==> src/rtl/vector_ram_loader.sv <==
// Packs a stream of vector elements lane-wise into RAM words and writes one
// full image of ram_splits words, zero-padding short images.
//
// state  | meaning
// IDLE   | waiting for start; no RAM writes
// FILL   | accepting elements, one RAM word written per filled (or last) word
// PAD    | short image ended; writing zero words up to the image size
// FINISH | final write on the port; done pulses, then back to IDLE
module vector_ram_loader #(
  parameter int val_bits      = 8,
  parameter int ram_width     = 32,
  parameter int ram_splits    = 4,
  parameter int bvb_addr_size = 7
) (
  input  logic                     clk,
  input  logic                     rst,
  input  logic                     start,
  input  logic [bvb_addr_size:0]   image_base,
  input  logic [val_bits-1:0]      in_val,
  input  logic                     in_valid,
  input  logic                     in_last,
  output logic                     in_ready,
  output logic                     ram_we,
  output logic [bvb_addr_size:0]   ram_addr,
  output logic [ram_width-1:0]     ram_din,
  output logic                     busy,
  output logic                     done,
  output logic                     err
);

  localparam int lanes  = ram_width / val_bits;
  localparam int lane_w = (lanes > 1) ? $clog2(lanes) : 1;
  localparam int word_w = $clog2(ram_splits + 1);
  localparam int addr_w = bvb_addr_size + 1;

  typedef enum logic [1:0] {IDLE, FILL, PAD, FINISH} state_t;

  state_t              state, state_nxt;
  logic [addr_w-1:0]    base;
  logic [lane_w-1:0]    lane;
  logic [word_w-1:0]    word_idx;
  logic [ram_width-1:0] pack;
  logic [ram_width-1:0] packed_word;
  logic                 accept;
  logic                 word_full;
  logic                 last_word;

  assign accept    = (state == FILL) && in_valid;
  assign word_full = accept && ((lane == lane_w'(lanes - 1)) || in_last);
  assign last_word = (word_idx == word_w'(ram_splits - 1));
  assign busy      = (state != IDLE);

  // Current element merged into its lane; lanes not yet filled stay zero.
  always_comb begin
    packed_word = pack;
    packed_word[lane*val_bits +: val_bits] = in_val;
  end

  always_comb begin
    state_nxt = state;
    in_ready  = 1'b0;
    done      = 1'b0;
    case (state)
      IDLE: begin
        if (start) state_nxt = FILL;
      end
      FILL: begin
        in_ready = 1'b1;
        if (word_full) begin
          if (in_last)        state_nxt = last_word ? FINISH : PAD;
          else if (last_word) state_nxt = FINISH;
        end
      end
      PAD: begin
        if (last_word) state_nxt = FINISH;
      end
      FINISH: begin
        done      = 1'b1;
        state_nxt = IDLE;
      end
      default: state_nxt = IDLE;
    endcase
  end

  always_ff @(posedge clk or negedge rst) begin
    if (!rst) state <= IDLE;
    else      state <= state_nxt;
  end

  always_ff @(posedge clk or negedge rst) begin
    if (!rst) begin
      base     <= '0;
      lane     <= '0;
      word_idx <= '0;
      pack     <= '0;
      err      <= 1'b0;
      ram_we   <= 1'b0;
      ram_addr <= '0;
      ram_din  <= '0;
    end else begin
      ram_we <= 1'b0;
      case (state)
        IDLE: begin
          if (start) begin
            base     <= image_base;
            lane     <= '0;
            word_idx <= '0;
            pack     <= '0;
            err      <= 1'b0;
          end
        end
        FILL: begin
          if (word_full) begin
            ram_we   <= 1'b1;
            ram_addr <= base + addr_w'(word_idx);
            ram_din  <= packed_word;
            pack     <= '0;
            lane     <= '0;
            word_idx <= word_idx + word_w'(1);
            // Image filled without its in_last marker: flag a length error.
            if (!in_last && last_word) err <= 1'b1;
          end else if (accept) begin
            pack <= packed_word;
            lane <= lane + lane_w'(1);
          end
        end
        PAD: begin
          ram_we   <= 1'b1;
          ram_addr <= base + addr_w'(word_idx);
          ram_din  <= '0;
          word_idx <= word_idx + word_w'(1);
        end
        default: ;
      endcase
    end
  end

endmodule

==> config.mk <==
export PLATFORM = sky130hd
export DESIGN_NAME = vector_ram_loader
export DESIGN_NICKNAME = d
export VERILOG_FILES = /design/src/rtl/vector_ram_loader.sv
export SDC_FILE = /design/constraint.sdc
export NUM_CORES = 1
export LEC_CHECK = 0
export BUFFER_PORTS_ARGS = -buffer_cell sky130_fd_sc_hd__buf_4
export CAP_MARGIN = 20
export CORE_UTILIZATION = 50
export DETAILED_ROUTE_END_ITERATION = 6
export PLACE_DENSITY = 0.72
export SLEW_MARGIN = 10
export SYNTH_ARGS = -nofsm -noshare
export SYNTH_HDL_FRONTEND = slang
export SYNTH_SLANG_ARGS = --single-unit
==> constraint.sdc <==
create_clock -name clk -period 3.3 [get_ports clk]
set_input_delay 0.495 -clock clk [delete_from_list [all_inputs] [get_ports clk]]
set_output_delay 0.495 -clock clk [all_outputs]
set_load 0.005 [all_outputs]
# Word-level counts from Yosys, hierarchy flattened
# Cells that the tools add are included.
dict set report totals {
  register_bits 89
  word_cells 70
  input_bits 21
  out_inout_bits 45
}
dict set report classes {
  eq_ne 9
  n_reduce_logical 16
  n_shift 2
  n_addsub 4
  mux 30
}
# op n
set op_table {}
lappend op_table {{2-to-1 mux 32 bit} 4}
lappend op_table {{one-hot mux 32 bit (2 select lines)} 2}
lappend op_table {{negation 5 -> 34 bit} 1}
lappend op_table {{variable shift 8 x 34 -> 32 bit, first input constant} 1}
lappend op_table {{variable part select 8 x 34 -> 32 bit} 1}
lappend op_table {{bitwise mux 32 bit} 1}
lappend op_table {{one-hot mux 8 bit (2 select lines)} 1}
lappend op_table {{2-to-1 mux 2 bit} 7}
lappend op_table {{one-hot mux 3 bit (3 select lines)} 1}
lappend op_table {{adder 8 x 3 -> 8 bit} 1}
lappend op_table {{2-to-1 mux 8 bit} 1}
lappend op_table {{one-hot mux 2 bit (4 select lines)} 1}
lappend op_table {{2-to-1 mux 1 bit} 7}
lappend op_table {{== test 2 bit, second input constant} 3}
lappend op_table {{2-to-1 mux 3 bit} 2}
lappend op_table {{AND reduction 2 bit} 3}
lappend op_table {{AND reduction 3 bit} 2}
lappend op_table {{nonzero test 2 bit} 3}
lappend op_table {{inequality test 2 bit, second input constant} 2}
lappend op_table {{one-hot mux 1 bit (2 select lines)} 2}
lappend op_table {{one-hot mux 2 bit (2 select lines)} 1}
lappend op_table {{AND reduction 4 bit} 1}
lappend op_table {{adder 3 x 1 -> 3 bit, second input constant} 1}
lappend op_table {{== test 3 x 2 -> 1 bit, second input constant} 1}
lappend op_table {{9 further kinds} 11}

# Logic depth before layout (Yosys ltp)
# Gate-level depths: netlist (run 1).
dict set report logic_depth {
  depth_word 6
  depth_mapped 8
}

# Worst setup path after synthesis (run 1)
# No wires, ideal clock.
dict set report synth_timing {
  kind {flip-flop to flip-flop}
  from {reg lane[0]}
  to {reg pack[16]}
  arrival_ps 1930
  path_stages_with_launch 8
  path_buffers 1
  period_less_slack_ps 1996
  path_slack_ps 1304
  path_cell_list {dfrtp_1 inv_1 ha_1 nand2_1 nor3_1 nor2b_1 buf_2 a22o_1}
}
dict set report synth_via {
  elab_chain_len 6
}
# item line_no
set synth_lines {}
lappend synth_lines {{from (decl)} 40} ;# logic [lane_w-1:0] lane;
lappend synth_lines {{from (signal assigned)} 124} ;# lane <= lane + lane_w'(1);
lappend synth_lines {{negation 5 -> 34 bit} 56} ;# packed_word[lane*val_bits +: val_bits] = in_val;
lappend synth_lines {{variable part select 8 x 34 -> 32 bit / variable shift 8 x 34 -> 32 bit (equally long branches)} 56}
lappend synth_lines {{bitwise mux 32 bit} 56}
lappend synth_lines {{2-to-1 mux 32 bit} 122} ;# end else if (accept) begin
lappend synth_lines {{2-to-1 mux 32 bit} 113} ;# if (word_full) begin
lappend synth_lines {{one-hot mux 32 bit (2 select lines)} 102} ;# case (state)
lappend synth_lines {{to (signal assigned)} 123} ;# pack <= packed_word;
lappend synth_lines {{to (decl)} 42} ;# logic [ram_width-1:0] pack;
# Several ways; a longest one is shown, not always the timed one. The select of a mux whose other input is x is not followed.
# A chain may end at the register's enable or synchronous reset.

# Final worst setup path (run 1)
dict set report layout_timing {
  from {reg state[1]}
  to {reg pack[21]}
}
dict set report layout_via {
  elab_chain_len 5
}
# item line_no
set layout_lines {}
lappend layout_lines {{from (decl)} 38} ;# state_t state, state_nxt;
lappend layout_lines {{from (signal assigned)} 87} ;# else state <= state_nxt;
lappend layout_lines {{== test 2 x 1 -> 1 bit} {48, 102}}
lappend layout_lines {{logical AND 1 bit} 48} ;# assign accept = (state == FILL) && in_valid;
lappend layout_lines {{logical AND 1 bit} 49} ;# assign word_full = accept && ((lane == lane_w'(lanes - 1)) || in_last);
lappend layout_lines {{inequality test 3 bit (no source line) / 2-to-1 mux 32 bit (equally long branches)} n/a}
lappend layout_lines {{AND reduction 3 bit (no source line) / one-hot mux 32 bit (2 select lines) (equally long branches)} n/a}
# Several ways; a longest one is shown, not always the timed one.

==> flow_metrics.tcl, run 1 <==
set metrics [dict create \
    ctsRootBufferMaster "clkbuf_8" \
    totalWireLength_um 8870 \
    leakagePower_nw 2.35 \
    cts_resized 0 \
    clock_latency_ns 0.36 \
    overflow 0 \
    worstMarginPinSlew_ns 0.941 \
    synth_common_cells "dfrtp_1 (89), nand2_1 (46), o21ai_0 (43), a21oi_1 (35), a22o_1 (32)" \
    status "finished, final reports clean" \
    power_density_nw_per_um2 710 \
    drc 0 \
    vias 3063 \
    grt_pass1_vias 2933 \
    regArea_sq_um 2230 \
    post_cts_buffers 0 \
    drv_cap 0 \
    synth_nets 428 \
    grt_max_degree 90 \
    hold_violations 0 \
    synth_edf_count 0 \
    finalCritPeriodShare_pct 74.1 \
    clk_pin_slew_ns 0.09 \
    crit_arrival_ns 2.75 \
    rsz0062_at_grt "false" \
    cts_buffers 9 \
    crit_type "flop to flop" \
    die_w_um 92.9 \
    fin_tns_setup_ns 0 \
    crit_required_ns 3.60 \
    r2r-start "state[1]" \
    synth_area_sq_um 4130 \
    die_h_um 92.9 \
    drtIter0Drc 118 \
    ys_seq_area_share_pct 53.9 \
    finalNetCount 487 \
    synth-seq-cells 89 \
    core_area_sq_um 7850 \
    clock_sinks 89 \
    first_pass_iters 4 \
    grt_first_pass_wirelength_um 14600 \
    synth_flop_cell "dfrtp_1" \
    synthCells 389 \
    drive_gt1_share_pct 22.7 \
    critPathMaxStageDelay_ns 0.60 \
    fin_util_pct 62.7 \
    fp-row-count 32 \
    cts_tree "done" \
    crit_family "simple AND/OR/NAND/NOR gates" \
    synth_cell_type_count 34 \
    initial_utilization_pct 52.6 \
    synth_area_leaders "dfrtp_1 (54%), a22o_1 (6.8%), o21ai_0 (5.2%), ha_1 (5.2%), nor2b_1 (4.5%)" \
    fmax_mhz 409 \
    critPathLaunchType "flop" \
    syn_to_final_growth_pct 19.2 \
    finalSetupViolCount 0 \
    vdd_drop_max_mv 0.332 \
    portBuffers 65 \
    hold_path.class "input pin to asynchronous set/reset pin" \
    crit_buf_inv 1 \
    critPathMaxFanout 10 \
    r2r_slack_ns 0.86 \
    antenna_found_initial 0 \
    ant_nets 0 \
    synth.avg_cell_area_sq_um 10.6 \
    slew_headroom_pct 37.1 \
    rr_worst_depth 6 \
    dieArea_sq_um 8630 \
    fillCellCount 674 \
    globalplace.congestion 0.748 \
    routed_via_density 5.52 \
    htree_levels 3 \
    worstPathCellList "inv_1 > ha_1 > nand2_2 > or4_4 > nor2b_1 > a22o_1" \
    grtUsageTotal_pct 22.1 \
    r2r_end "pack[21]" \
    fin_skew_ns 0.00813 \
    yosys.area.top_type_share_pct 53.9 \
    ctsHoldBuffers 0 \
    pin_count 66 \
    crit_slowest_cell "or4_4" \
    drv_slew 0 \
    diodes 0 \
    ys_warn_count 0 \
    ys_async_sr_fraction_pct 100 \
    multiInputGateArea_sq_um 1780 \
    clk_path_buf_depth 2 \
    wl_per_cell_um 16.0 \
    cp-end-kind "flop" \
    hpwlAfterDp_um 5880 \
    period_minus_slack_ns 2.44 \
    yosysTopAreaCell "dfrtp_1" \
    synth.most_common_cell "dfrtp_1" \
]
-- worst max-delay path by stage --
stage,startpoint,to,slack [ns],cells past startpoint
after global placement,state[1],pack[28],1.04,6
after floorplan,lane[0],pack[16],1.30,7
after CTS,state[1],pack[26],0.88,6
after detailed placement,state[1],pack[29],0.91,6
after global routing,state[1],pack[23],0.70,6
final,state[1],pack[21],0.86,6
-- sequential cells by signal, summed over array words and instances, names as in the netlist --
name	flops
ram_din	32
ram_addr	8
err	1
lane	2
pack	32
base	8
state	2
word_idx	3
ram_we	1
-- through the flow --
stage                     std cells  hold slack, ns  total power (W)  worst slack (ns)  cell area [sq um]
after global routing            555          0.0986          0.00373             0.702               4920
after CTS                       554           0.354          0.00351             0.878               4890
after detailed placement        538           0.473          0.00276             0.914               4700
after global placement          538           0.462          0.00271              1.04               4700
final                           555          0.0772          0.00349             0.855               4920
after floorplan                 389           0.199          0.00232              1.30               4130
-- placed cells by master, fill, tap and decap left out, types with 2 or more instances in the layout --
cell,instances
nor3_1,5
nor2b_1,30
xor2_1,3
nand2_1,46
o21ai_0,43
nor2_1,7
clkbuf_8,9
buf_4,69
o21ai_2,4
o21a_1,2
ha_1,17
inv_1,12
and2b_1,10
mux2i_1,4
dfrtp_1,89
a22o_1,32
mux2_2,10
a211oi_1,2
clkinvlp_4,2
xnor2_1,3
a21oi_1,35
nand2b_1,2
-- report_power, final --
part           switching (W)  leakage [nW]  internal, W  total, W
sequential          0.000148          1.20      0.00130   0.00144
combinational       0.000733          1.06     0.000561   0.00129
clock               0.000403        0.0929     0.000353  0.000756
-- final cells by class --
cell class	count	area share (%)
multi-input cells	266	36.2
flip-flops and latches	89	45.3
clock inverters	6	1.37
inverters	12	0.916
clock buffers	10	2.59
well taps	102	2.59
repair buffers	70	11.1
-- worst register-to-register path, stage by stage (launching register included) --
cell and delay (ns):
dfrtp_1 0.45, inv_1 0.14, ha_1 0.32, nand2_2 0.15
or4_4 0.60, nor2b_1 0.50, a22o_1 0.24
-- per-layer routing --
metal / global-route usage (%) / routed length, um
met2: 34.5 / 4200
met5: 0 / 0
met4: 8.33 / 139
met3: 3.53 / 449
met1: 31.0 / 4080
-- logic make-up after synthesis --
logic type	after synthesis	share of synthesized area, %
compound gates	123	18.9
xor+xnor	6	1.27
fa+ha+maj	18	5.64
buf+inv	34	3.39
flops	89	53.9
mux	14	3.70
simple gates	105	13.2
No activity file was read; power rests on OpenSTA's default activity.
==> run 2: changes to the inputs <==
ABC_AREA = 1   (was not set)
PLACE_DENSITY = 0.71   (was 0.72)
clock period = 2.5 ns   (was 3.3 ns; I/O delays follow)
==> flow_metrics.tcl, run 2 <==
set metrics [dict create \
    ctsRootBufferMaster "clkbuf_8" \
    ys_seq_area_share_pct 50.4 \
    die_h_um 96.1 \
    crit_arrival_ns 2.45 \
    hold_path.class "input pin to flop" \
    pin_count 66 \
    wl_per_cell_um 13.8 \
    initial_utilization_pct 52.8 \
    ctsHoldBuffers 1 \
    routed_via_density 5.15 \
    fin_tns_setup_ns 0 \
    whs_ns 0.261 \
    drc 0 \
    dieArea_sq_um 9230 \
    rsz0062_at_grt "false" \
    cts_tree "done" \
    synth_nets 594 \
    clk_path_buf_depth 2 \
    syn_to_final_growth_pct 16.3 \
    power_density_nw_per_um2 1010 \
    overflow 0 \
    globalplace.congestion 0.867 \
    hpwlAfterDp_um 7170 \
    fp-row-count 33 \
    yosysTopAreaCell "dfrtp_1" \
    synth_cell_type_count 27 \
    ant_nets 0 \
    hold_violations 0 \
    critPathMaxStageDelay_ns 0.63 \
    synth_flop_cell "dfrtp_1" \
    r2r-start "lane[0]" \
    critPathMaxFanout 15 \
    ys_warn_count 0 \
    crit_required_ns 2.79 \
    antenna_found_initial 0 \
    vias 3763 \
    grt_pass1_vias 3536 \
    slew_headroom_pct 66.4 \
    worstPathCellList "inv_1 > ha_1 > inv_1 > nor2_4 > nand2_1 > o22ai_1 > nand2_1 > nand2_1" \
    drv_slew 0 \
    final_cell_mix "nand2_1 (274), dfrtp_1 (89), buf_4 (73)" \
    crit_path_frequent_cell "nand2_1" \
    core_area_sq_um 8380 \
    first_pass_iters 4 \
    startpoint "lane[0]" \
    grtUsageTotal_pct 23.8 \
    period_minus_slack_ns 2.17 \
    totalWireLength_um 10100 \
    grt_first_pass_wirelength_um 16800 \
    finalSetupViolCount 0 \
    synthCells 555 \
    top_regs "pack x32, ram_din x32" \
    critPathLaunchType "flop" \
    status "finished, final reports clean" \
    fin_skew_ns 0.0136 \
    ys_async_sr_fraction_pct 100 \
    cp-end-kind "flop" \
    clock_latency_ns 0.35 \
    synth_edf_count 0 \
    htree_levels 3 \
    post_cts_buffers 0 \
    diodes 0 \
    drive_gt1_share_pct 16.1 \
    synth_area_leaders "dfrtp_1 (50%), nand2_1 (23%), ha_1 (4.8%), inv_1 (4.2%), nand3_1 (3.3%)" \
    fmax_mhz 462 \
    synth_common_cells "nand2_1 (274), dfrtp_1 (89), inv_1 (50), nand3_1 (29), nor2_1 (18)" \
    synth.avg_cell_area_sq_um 7.97 \
    mostFrequentLayoutCell "nand2_1" \
    finalNetCount 660 \
    cts_resized 0 \
    min_from "image_base[0]" \
    clock_sinks 89 \
    vdd_drop_max_mv 0.624 \
    crit_type "flop to flop" \
    synth.most_common_cell "nand2_1" \
    synth-seq-cells 89 \
    leakagePower_nw 2.87 \
    yosys.area.top_type_share_pct 50.4 \
    drtIter0Drc 328 \
    cts_buffers 9 \
    grt_max_degree 35 \
    drv_cap 0 \
    clk_pin_slew_ns 0.09 \
    finalCritPeriodShare_pct 86.6 \
    synth_area_sq_um 4420 \
    crit_slowest_cell "dfrtp_1" \
    die_w_um 96.1 \
    worstMarginPinSlew_ns 0.504 \
    portBuffers 65 \
]
-- run 2: logic make-up after synthesis --
logic type               Yosys count  share of synthesized area [%]
XOR/XNOR                           1                          0.198
buffers and inverters             71                           7.52
multiplexers                       2                          0.509
AO/OA/AOI/OAI                     43                           5.74
adder cells (fa/ha/maj)           18                           5.26
flip-flops                        89                           50.4
AND/OR/NAND/NOR                  331                           30.4
-- run 2: worst paths after layout --
check,end,slack [ns],cells after the start
worst max-delay path,pack[9],0.33,8
worst min-delay path,base[0],0.26,2
worst max register to register,pack[9],0.33,8
worst min register to register,pack[6],0.48,2
max in group asynchronous,pack[6],1.34,3
min in group asynchronous,ram_din[12],0.48,2
-- run 2: metrics by stage --
stage | setup slack [ns] | util, % | cell area (sq um) | instances | total power [W]
2_1_floorplan | 0.640 | - | 4420 | 555 | 0.00368
3_3_place_gp | 0.530 | 59.2 | 4960 | 714 | 0.00429
3_5_place_dp | 0.411 | 59.2 | 4960 | 714 | 0.00435
4_1_cts | 0.400 | 61.4 | 5140 | 731 | 0.00525
5_1_grt | 0.102 | 61.4 | 5140 | 731 | 0.00564
6_report | 0.335 | 61.4 | 5140 | 731 | 0.00522
-- run 2: layer usage --
| metal | wire, um | up-vias | share of wire, % | global-route usage (%) |
|---|---|---|---|---|
| met1 | 4760 | 1776 | 47 | 34.1 |
| li1 | - | 1848 | - | - |
| met2 | 4620 | 119 | 46 | 37.2 |
| met4 | 153 | 0 | 1.5 | 6.84 |
| met3 | 524 | 20 | 5.2 | 3.87 |
| met5 | 0 | - | 0 | 0 |
-- run 2: worst max-delay path, delay by kind of cell, from the launching register on --
kind / cells / cell delay (ns)
buffers and inverters: 2 / 0.26
AND/OR/NAND/NOR: 4 / 0.59
adder cells (fa/ha/maj): 1 / 0.36
AO/OA/AOI/OAI: 1 / 0.27
flip-flops: 1 / 0.63
-- run 2: layout make-up --
type | count | area [sq um]
well taps | 105 | 131
fillers | 745 | 3240
flip-flops and latches | 89 | 2230
clock buffers | 10 | 128
clock inverters | 6 | 42.5
inverters | 52 | 195
multi-input cells | 395 | 1860
repair buffers | 74 | 558
-- run 2: power breakdown --
group,switching [W],internal (W)
clock network,0.000525,0.000366
logic,0.00155,0.000816
registers,0.000219,0.00174
total,0.00230,0.00292
==> run 3: changes to the inputs <==
PLACE_DENSITY = not set   (was 0.71)
PLACE_DENSITY_LB_ADDON = 0.2   (was not set)
==> flow_metrics.tcl, run 3 (synthesized netlist as in run 2, its figures left out) <==
set metrics [dict create \
    hpwlAfterDp_um 6810 \
    clock_sinks 89 \
    top_regs "pack x32, ram_din x32" \
    overflow 0 \
    cp-end-kind "flop" \
    grt_pass1_vias 3533 \
    slew_headroom_pct 38.1 \
    cts_tree "done" \
    drc 0 \
    grt_first_pass_wirelength_um 16700 \
    dieArea_sq_um 9230 \
    finalSetupViolCount 0 \
    routed_via_density 5.03 \
    grtUsageTotal_pct 24.0 \
    clock_latency_ns 0.37 \
    clk_path_buf_depth 2 \
    placed_cell_area_sq_um 4970 \
    critPathMaxFanout 15 \
    fin_util_pct 61.6 \
    fillCellCount 770 \
    die_w_um 96.1 \
    final_cell_mix "nand2_1 (274), dfrtp_1 (88), buf_4 (68)" \
    vias 3662 \
    die_h_um 96.1 \
    antenna_found_initial 0 \
    crit_type "flop to flop" \
    crit_required_ns 2.80 \
    first_pass_iters 5 \
    fmax_mhz 480 \
    hold_violations 0 \
    initial_utilization_pct 52.8 \
    grt_max_degree 66 \
    finalNetCount 657 \
    critPathLaunchType "flop" \
    ant_nets 0 \
    htree_levels 3 \
    globalplace.congestion 0.871 \
    ctsRootBufferMaster "clkbuf_8" \
    portBuffers 65 \
    period_minus_slack_ns 2.08 \
    drv_cap 0 \
    core_area_sq_um 8380 \
    post_cts_buffers 0 \
    crit_arrival_ns 2.38 \
    totalWireLength_um 10000 \
    cts_buffers 9 \
    leakagePower_nw 2.87 \
    clk_pin_slew_ns 0.09 \
    finalCritPeriodShare_pct 83.3 \
    wl_per_cell_um 13.7 \
    hold_path.class "input pin to flop" \
    fin_tns_setup_ns 0 \
    drtIter0Drc 169 \
    status "finished, final reports clean" \
    syn_to_final_growth_pct 16.8 \
    stdcell_area_sq_um 5170 \
    pin_count 66 \
    fin_skew_ns 0.0219 \
    rsz0062_at_grt "false" \
    vdd_drop_max_mv 0.506 \
    diodes 0 \
    worstMarginPinSlew_ns 0.929 \
    power_density_nw_per_um2 1030 \
    fp-row-count 33 \
    drv_slew 0 \
    mostFrequentLayoutCell "nand2_1" \
    drive_gt1_share_pct 16.1 \
]
==> run 3: what timing repair did <==
| item | CTS | global route |
|---|---|---|
| hold endpoints to repair | 24 | 0 |
| setup endpoints to repair | 0 | 1 |
| hold buffers | 1 | 0 |
| resized for setup | 0 | 1 |
==> run 3: layout make-up <==
class,count,area (sq um),share of cell area [%]
clock buffer,10,138,2.66
clock inverter,6,50.0,0.969
inverter,52,195,3.78
multi-input combinational,395,1860,36.1
sequential,89,2230,43.1
tap,105,131,2.54
timing repair buffer,71,561,10.9
==> run 3: through the flow <==
| step | total power (W) | hold slack (ns) | worst slack [ns] | cells |
|---|---|---|---|---|
| after floorplan | 0.00368 | 0.0794 | 0.640 | 555 |
| after global placement | 0.00433 | 0.308 | 0.411 | 711 |
| after detailed placement | 0.00439 | 0.314 | 0.315 | 711 |
| after CTS | 0.00536 | 0.240 | 0.287 | 728 |
| after global routing | 0.00575 | 0.239 | 0.196 | 728 |
| final | 0.00532 | 0.247 | 0.419 | 728 |
==> run 3: power breakdown <==
part           internal, W  switching [W]  total (W)
Sequential         0.00174       0.000218    0.00196
Combinational     0.000832        0.00157    0.00240
Clock             0.000399       0.000559   0.000958
==> run 3: worst paths after layout <==
path / start / end / slack [ns] / cells after the start
setup / recovery: lane[0] / ram_din[15] / 0.42 / 8
hold / removal: image_base[2] / base[2] / 0.25 / 2
setup reg to reg: lane[0] / ram_din[15] / 0.42 / 8
hold reg to reg: ram_din[22] / ram_din[22] / 0.48 / 2
max in group asynchronous: rst / lane[0] / 1.37 / 3
min in group asynchronous: rst / ram_din[21] / 0.46 / 2
==> run 3: per-layer routing <==
layer	track usage [%]	part of all wire, %	up-vias
met4	8.08	1.4	0
met5	0	0	-
met1	31.1	46	1715
met2	39.8	48	93
li1	-	-	1840
met3	5.21	5.3	14
==> run 3: worst max-delay path: stages, from the launching register on <==
cell and delay [ns]:
dfrtp_2 0.53, inv_1 0.14, ha_1 0.34, inv_1 0.09, nor2_4 0.22, nand2_1 0.23, o22ai_1 0.29, nand2_1 0.10
nand2_1 0.08
